## config.mk

```make
export PLATFORM = sky130hd
export DESIGN_NAME = approx_ha_array_pipe_flat
export DESIGN_NICKNAME = d
export VERILOG_FILES = /design/src/rtl/approx_ha_array_pipe_pkg.sv /design/src/rtl/approx_ha_array_pipe_if.sv /design/src/rtl/approx_ha_array_pipe_cell.sv /design/src/rtl/approx_ha_array_pipe.sv /design/src/flat_wrapper.sv
export SDC_FILE = /design/constraint.sdc
export NUM_CORES = 1
export LEC_CHECK = 0
export CAP_MARGIN = 20
export CORE_ASPECT_RATIO = 1.4
export CORE_UTILIZATION = 47
export DETAILED_ROUTE_END_ITERATION = 6
export DONT_BUFFER_PORTS = 1
export GPL_TIMING_DRIVEN = 0
export PLACE_DENSITY = 0.71
export SLEW_MARGIN = 10
export SYNTH_ARGS = -nofsm -noshare
export SYNTH_HDL_FRONTEND = slang
export SYNTH_HIERARCHICAL = 1
export SYNTH_SLANG_ARGS = --single-unit
```

## constraint.sdc

```tcl
create_clock -name clk -period 1.5 [get_ports clk]
set_clock_uncertainty 0.1 [all_clocks]
set_input_delay 0.15 -clock clk [delete_from_list [all_inputs] [get_ports clk]]
set_output_delay 0.15 -clock clk [all_outputs]
set_load 0.05 [all_outputs]
```

## src/rtl/approx_ha_array_pipe_pkg.sv

```systemverilog
// Shared types and width helpers for the pipelined approximate half-adder array.
package approx_ha_pkg;

    localparam int MODE_W = 2;

    typedef enum logic [MODE_W-1:0] {
        MODE_EXACT   = 2'b00,
        MODE_OR_SUM  = 2'b01,
        MODE_ELIM    = 2'b10,
        MODE_A_CARRY = 2'b11
    } mode_e;

    function automatic int cells_of(input int n);
        return (n / 2) * (n - 1);
    endfunction

    function automatic int ha_b_w(input int n);
        return (n / 2) * (n - 1);
    endfunction

    function automatic int ha_t_w(input int n);
        return (n / 2) * (n + 1);
    endfunction

    // Flat cell index: array k, column j.
    function automatic int cell_idx(input int k, input int j, input int n);
        return k * (n - 1) + j;
    endfunction

endpackage

```

## src/rtl/approx_ha_array_pipe_if.sv

```systemverilog
// Operand-in / array-out stream bundle for approx_ha_array_pipe.
interface approx_ha_array_pipe_if #(
    parameter int N = 8
) ();
    // Both streams: a beat transfers on a rising edge where valid && ready; the
    // source holds valid and payload stable until then, ready may change freely.
    logic                                in_valid;
    logic                                in_ready;
    logic [N-1:0]                        x;
    logic [N-1:0]                        y;
    logic                                out_valid;
    logic                                out_ready;
    logic [approx_ha_pkg::ha_b_w(N)-1:0] ha_b;
    logic [approx_ha_pkg::ha_t_w(N)-1:0] ha_t;

    modport slave (
        input  in_valid, x, y, out_ready,
        output in_ready, out_valid, ha_b, ha_t
    );

    modport master (
        output in_valid, x, y, out_ready,
        input  in_ready, out_valid, ha_b, ha_t
    );
endinterface

```

## src/rtl/approx_ha_array_pipe_cell.sv

```systemverilog
// One run-time configurable approximate half-adder cell.
module approx_ha_cell
    import approx_ha_pkg::*;
(
    input  logic  a_i,
    input  logic  b_i,
    input  mode_e mode_i,
    output logic  s_o,
    output logic  c_o
);
    always_comb begin
        s_o = 1'b0;
        c_o = 1'b0;
        case (mode_i)
            MODE_EXACT: begin
                s_o = a_i ^ b_i;
                c_o = a_i & b_i;
            end
            MODE_OR_SUM:  s_o = a_i | b_i;
            MODE_ELIM:    ;
            MODE_A_CARRY: c_o = a_i;
            default:      ;
        endcase
    end
endmodule

```

## src/rtl/approx_ha_array_pipe.sv

```systemverilog
// Two-stage N x N partial-product half-adder-array stage with a double-buffered
// per-cell mode table; commits are deferred until the pipeline has drained.
module approx_ha_array_pipe
    import approx_ha_pkg::*;
#(
    parameter int                 N        = 8,
    parameter logic [MODE_W-1:0]  RST_MODE = 2'b00
) (
    input  logic                              clk,
    input  logic                              rst_n,
    approx_ha_array_pipe_if.slave             bus,
    input  logic                              cfg_we,
    input  logic [$clog2(cells_of(N))-1:0]    cfg_addr,
    input  logic [MODE_W-1:0]                 cfg_mode,
    input  logic                              cfg_commit,
    output logic                              cfg_busy,
    output logic [0:0]                        dbg_state_o
);
    localparam int CELLS = cells_of(N);
    localparam int BW    = ha_b_w(N);
    localparam int TW    = ha_t_w(N);

    localparam logic [0:0] ST_RUN   = 1'b0;
    localparam logic [0:0] ST_DRAIN = 1'b1;

    logic [0:0]    state_q, state_d;
    logic          copy_tbl;
    logic          s0_valid_q;
    logic [N-1:0]  x_q, y_q;
    logic          out_valid_q;
    logic [BW-1:0] ha_b_q, ha_b_c;
    logic [TW-1:0] ha_t_q, ha_t_c;
    mode_e         shadow_q [CELLS];
    mode_e         active_q [CELLS];
    logic [CELLS-1:0] s_w, c_w;
    logic          s1_adv, s0_adv, accept, pipe_empty;

    assign s1_adv       = !out_valid_q || bus.out_ready;
    assign s0_adv       = s1_adv || !s0_valid_q;
    assign bus.in_ready = s0_adv && (state_q == ST_RUN);
    assign accept       = bus.in_valid && bus.in_ready;
    assign pipe_empty   = !s0_valid_q && !out_valid_q;

    assign bus.out_valid = out_valid_q;
    assign bus.ha_b      = ha_b_q;
    assign bus.ha_t      = ha_t_q;
    assign cfg_busy      = (state_q == ST_DRAIN);
    assign dbg_state_o   = state_q;

    // Array k pairs rows 2k (E) and 2k+1 (O); cell j adds pp[E][j+1] and pp[O][j].
    for (genvar k = 0; k < N / 2; k++) begin : g_arr
        for (genvar j = 0; j < N - 1; j++) begin : g_cell
            localparam int C = cell_idx(k, j, N);
            approx_ha_cell u_cell (
                .a_i   (x_q[2*k] & y_q[j+1]),
                .b_i   (x_q[2*k+1] & y_q[j]),
                .mode_i(active_q[C]),
                .s_o   (s_w[C]),
                .c_o   (c_w[C])
            );
            assign ha_t_c[k*(N+1)+j+1] = s_w[C];
            if (j < N - 2) begin : g_b
                assign ha_b_c[k*(N-1)+j] = c_w[C];
            end
        end
        assign ha_t_c[k*(N+1)]     = x_q[2*k] & y_q[0];
        assign ha_t_c[k*(N+1)+N]   = c_w[cell_idx(k, N - 2, N)];
        assign ha_b_c[k*(N-1)+N-2] = x_q[2*k+1] & y_q[N-1];
    end

    always_ff @(posedge clk or negedge rst_n) begin
        if (!rst_n) begin
            s0_valid_q  <= 1'b0;
            x_q         <= '0;
            y_q         <= '0;
            out_valid_q <= 1'b0;
            ha_b_q      <= '0;
            ha_t_q      <= '0;
        end else begin
            if (s0_adv) begin
                s0_valid_q <= accept;
                if (accept) begin
                    x_q <= bus.x;
                    y_q <= bus.y;
                end
            end
            if (s1_adv) begin
                out_valid_q <= s0_valid_q;
                if (s0_valid_q) begin
                    ha_b_q <= ha_b_c;
                    ha_t_q <= ha_t_c;
                end
            end
        end
    end

    // The active table only changes with nothing in flight, so every beat sees one table.
    always_comb begin
        state_d  = state_q;
        copy_tbl = 1'b0;
        case (state_q)
            ST_RUN: begin
                if (cfg_commit) begin
                    if (pipe_empty) copy_tbl = 1'b1;
                    else            state_d  = ST_DRAIN;
                end
            end
            ST_DRAIN: begin
                if (pipe_empty) begin
                    copy_tbl = 1'b1;
                    state_d  = ST_RUN;
                end
            end
            default: state_d = ST_RUN;
        endcase
    end

    always_ff @(posedge clk or negedge rst_n) begin
        if (!rst_n) begin
            state_q <= ST_RUN;
            for (int i = 0; i < CELLS; i++) begin
                shadow_q[i] <= mode_e'(RST_MODE);
                active_q[i] <= mode_e'(RST_MODE);
            end
        end else begin
            state_q <= state_d;
            if (copy_tbl) begin
                for (int i = 0; i < CELLS; i++) active_q[i] <= shadow_q[i];
            end
            if (cfg_we && (int'(cfg_addr) < CELLS)) begin
                shadow_q[cfg_addr] <= mode_e'(cfg_mode);
            end
        end
    end
endmodule

```

## src/flat_wrapper.sv

```systemverilog
// flat-port wrapper written by rule: the top's interface ports become plain ports
module approx_ha_array_pipe_flat import approx_ha_pkg::*;
#(
    parameter int                 N        = 8,
    parameter logic [MODE_W-1:0]  RST_MODE = 2'b00
)
  (clk, rst_n, cfg_we, cfg_addr, cfg_mode, cfg_commit, cfg_busy, dbg_state_o, bus_in_valid, bus_x, bus_y, bus_out_ready, bus_in_ready, bus_out_valid, bus_ha_b, bus_ha_t);
  approx_ha_array_pipe_if #(.N(N)) bus_i ();
  input  logic clk;
  input  logic rst_n;
  input  logic cfg_we;
  input  logic [$clog2(cells_of(N))-1:0] cfg_addr;
  input  logic [MODE_W-1:0] cfg_mode;
  input  logic cfg_commit;
  output logic cfg_busy;
  output logic [0:0] dbg_state_o;
  input wire logic [$bits(bus_i.in_valid)-1:0] bus_in_valid;
  input wire logic [$bits(bus_i.x)-1:0] bus_x;
  input wire logic [$bits(bus_i.y)-1:0] bus_y;
  input wire logic [$bits(bus_i.out_ready)-1:0] bus_out_ready;
  output wire logic [$bits(bus_i.in_ready)-1:0] bus_in_ready;
  output wire logic [$bits(bus_i.out_valid)-1:0] bus_out_valid;
  output wire logic [$bits(bus_i.ha_b)-1:0] bus_ha_b;
  output wire logic [$bits(bus_i.ha_t)-1:0] bus_ha_t;
  assign bus_i.in_valid = bus_in_valid;
  assign bus_i.x = bus_x;
  assign bus_i.y = bus_y;
  assign bus_i.out_ready = bus_out_ready;
  assign bus_in_ready = bus_i.in_ready;
  assign bus_out_valid = bus_i.out_valid;
  assign bus_ha_b = bus_i.ha_b;
  assign bus_ha_t = bus_i.ha_t;
  approx_ha_array_pipe #(.N(N), .RST_MODE(RST_MODE)) u_core (.clk(clk), .rst_n(rst_n), .bus(bus_i), .cfg_we(cfg_we), .cfg_addr(cfg_addr), .cfg_mode(cfg_mode), .cfg_commit(cfg_commit), .cfg_busy(cfg_busy), .dbg_state_o(dbg_state_o));
endmodule
```

==> flow_metrics.env <==
export IMPL_post_place_ws_ns=-0.503
export IMPL_yosysSeqAreaShare=0.430
export IMPL_peakVddDrop_mv=1.13
export IMPL_io_pin_count=97
export IMPL_area_growth_pct=24.8
export IMPL_fin_area_um2=14100
export IMPL_drv_slew=0
export IMPL_drt_iter0_markers=459
export IMPL_power_mw=30.5
export IMPL_grt_overflow=0
export IMPL_startpoint_type="flop"
export IMPL_worst_slack_ns=-0.307
export IMPL_fin_crit_ns=1.81
export IMPL_die_area_um2=24800
export IMPL_finalHoldViolations=195
export IMPL_htreeDepth=4
export IMPL_top_usage_layer="met2"
export IMPL_vias=7305
export IMPL_grt_usage=0.230
export IMPL_met2_usage=0.393
export IMPL_initial_utilization=0.484
export IMPL_rows=66
export IMPL_synthCells=948
export IMPL_nets=1237
export IMPL_synth_area_top_cells="dfrtp_1 43%, ha_1 19%, mux2_2 18%, inv_1 4.7%, and2_1 3.1%"
export IMPL_endpoint_kind="flop"
export IMPL_wire_per_inst_um=20.9
export IMPL_tns_ns=-29.70
export IMPL_num_antenna_cells=0
export IMPL_worstHoldPathType="input pin to asynchronous set/reset pin"
export IMPL_fp_dieW_um=133
export IMPL_slew_headroom=0.592
export IMPL_arrival_ns=2.04
export IMPL_gr_usage_met3=0.0463
export IMPL_max_cap_violations=0
export IMPL_cts_buffers=17
export IMPL_clk_latency_ns=0.45
export IMPL_place_area_um2=12000
export IMPL_yosys_warnings=6
export IMPL_fmax_mhz=553
export IMPL_cts_path_max_buffers=2
export IMPL_clock_sinks=195
export IMPL_synth_area_per_cell_um2=12.0
export IMPL_timing_final_crit_share=1.20
export IMPL_die_height_um=186
export IMPL_ctsRootBufferMaster="clkbuf_16"
export IMPL_viasPerCell=5.38
export IMPL_fill_cells=1803
export IMPL_drtAntennaViolNets=0
export IMPL_p_per_area_nw_per_um2=2160
export IMPL_clk_pin_slew_ns=0.07
export IMPL_cp_required_ns=1.73
export IMPL_rsz0062_at_grt="true"
export IMPL_grt_pass1_vias=7538
export IMPL_timing_hold_ws_ns=-0.701
export IMPL_io_buffers=0
export IMPL_netlist_area_um2=11300
export IMPL_layout_cells_non_filler=1359
export IMPL_critPathKind="flop to flop"
export IMPL_outcome="complete, but fails checks"
export IMPL_grt_pass1_wl_um=42100
export IMPL_tightest_slew_ns=0.612
export IMPL_yosys_area_top_type="dfrtp_1"
export IMPL_dr_pass1_iters=4
export IMPL_leakage_nw=6.97
export IMPL_drive_above_1_share=0.406
export IMPL_drc=0
export IMPL_synth_top_area_share=0.430
export IMPL_place_inst=1254
export IMPL_cp_max_fo=10
export IMPL_cts_tree="yes"
export IMPL_ys_ff_latch=195
export IMPL_grt_max_degree=196
export IMPL_antenna_found_initial=0
export IMPL_synth_cell_types=31
export IMPL_gp_congestion=0.760
export IMPL_r2r_start="u_core/cfg_busy"
export IMPL_violations="hold timing, setup timing"
export IMPL_grt_use_met1=0.274
export IMPL_cts_hold_buf=24
export IMPL_finalSetupViolCount=137
export IMPL_critPathLaunch="u_core/cfg_busy"
export IMPL_wl_um=28400
export IMPL_core_region_area_um2=23500
export IMPL_syn_num_nets=1145
export IMPL_dp_hpwl_um=16800
-- through the flow --
step                hold slack (ns)   util
detailed placement           -0.238  0.512
finish                       -0.701  0.603
global route                 -0.710  0.603
CTS                          -0.713  0.584
floorplan                    -0.246      -
global placement             -0.237  0.512
-- where the power goes --
part           internal, mW  switching [mW]
sequential             7.07            4.12
combinational          8.17            6.68
clock                  2.27            2.22
total                  17.5            13.0
-- state kept, by name (all words and copies together), names as in the netlist --
| name | flops |
|---|---|
| u_core/bus.ha_b | 28 |
| u_core/shadow_q | 56 |
| u_core/active_q | 56 |
| u_core/y_q | 8 |
| u_core/bus.ha_t | 36 |
| u_core/bus.out_valid | 1 |
| u_core/x_q | 8 |
| u_core/s0_valid_q | 1 |
| u_core/cfg_busy | 1 |
-- critical path, cell delays in order, from the launching register on --
cell	delay [ns]
dfrtp_4	0.60
o21ai_4	0.27
buf_12	0.21
buf_12	0.16
mux2_2	0.35
-- cell families after synthesis --
family                     share of synthesized area
DFF                                            0.430
and+or+nand+nor                               0.0724
buffers and inverters                         0.0595
muxes                                          0.183
AOI/OAI and AO/OA                             0.0697
adders and majority gates                      0.185
-- final timing paths --
kind | end | cells past startpoint | slack [ns]
max | u_core/active_q[38] | 4 | -0.31
min | u_core/bus.ha_b[2] | 0 | -0.70
max reg2reg | u_core/active_q[38] | 4 | -0.31
min reg2reg | u_core/shadow_q[32] | 1 | 0.40
max in group asynchronous | u_core/x_q[1] | 0 | 1.59
min in group clk | u_core/y_q[3] | 3 | 0.02
-- layout by cell type, fill, tap and decap left out, drive strengths merged --
cell type    instances
dlygate4sd3         24
inv                149
nand2               18
clkinv               3
clkinvlp             2
o211ai              28
o21ai               30
nand2b               2
mux2               184
and2                56
nor3                 1
a22oi               28
nand3                1
nor2                43
a21bo                8
and3b                2
nand3b               7
buf                 60
dfrtp              195
clkbuf              29
ha                 168
nor3b                4
nand4                8
or3b                 1
and3                 1
nor2b                1
-- timing repair --
action | in CTS | in global routing
hold endpoints to repair | 245 | 195
buffers inserted | 35 | 9
pin swaps | 20 | 16
setup endpoints to repair | 138 | 144
gates cloned | 6 | 4
resized for setup | 120 | 99
-- Yosys cell counts, drive strengths merged --
master / n
nor2b: 1
nand2: 17
and2: 56
ha: 168
o211ai: 28
buf: 16
nand3: 1
nor2: 43
nand2b: 2
or3b: 1
nor3b: 4
nand3b: 7
a21bo: 8
inv: 141
nand4: 8
dfrtp: 195
o21ai: 30
and3: 1
and3b: 2
nor3: 1
clkbuf: 6
a22oi: 28
mux2: 184
-- layout make-up --
cell class	instances	area [um^2]	share of cell area
multi-input cells	591	6540	0.462
flip-flops and latches	195	4910	0.347
repair buffers	73	932	0.0659
inverters	141	529	0.0374
clock buffers	19	453	0.0320
well taps	306	383	0.0271
plain buffers	21	293	0.0207
clock inverters	13	113	0.00796
-- layer usage --
metal,vias to the layer above,share of wire
li1,3357,-
met1,3737,0.41
met2,169,0.51
met3,42,0.053
met4,0,0.032
met5,-,0
(Power assumes the default switching activity.)
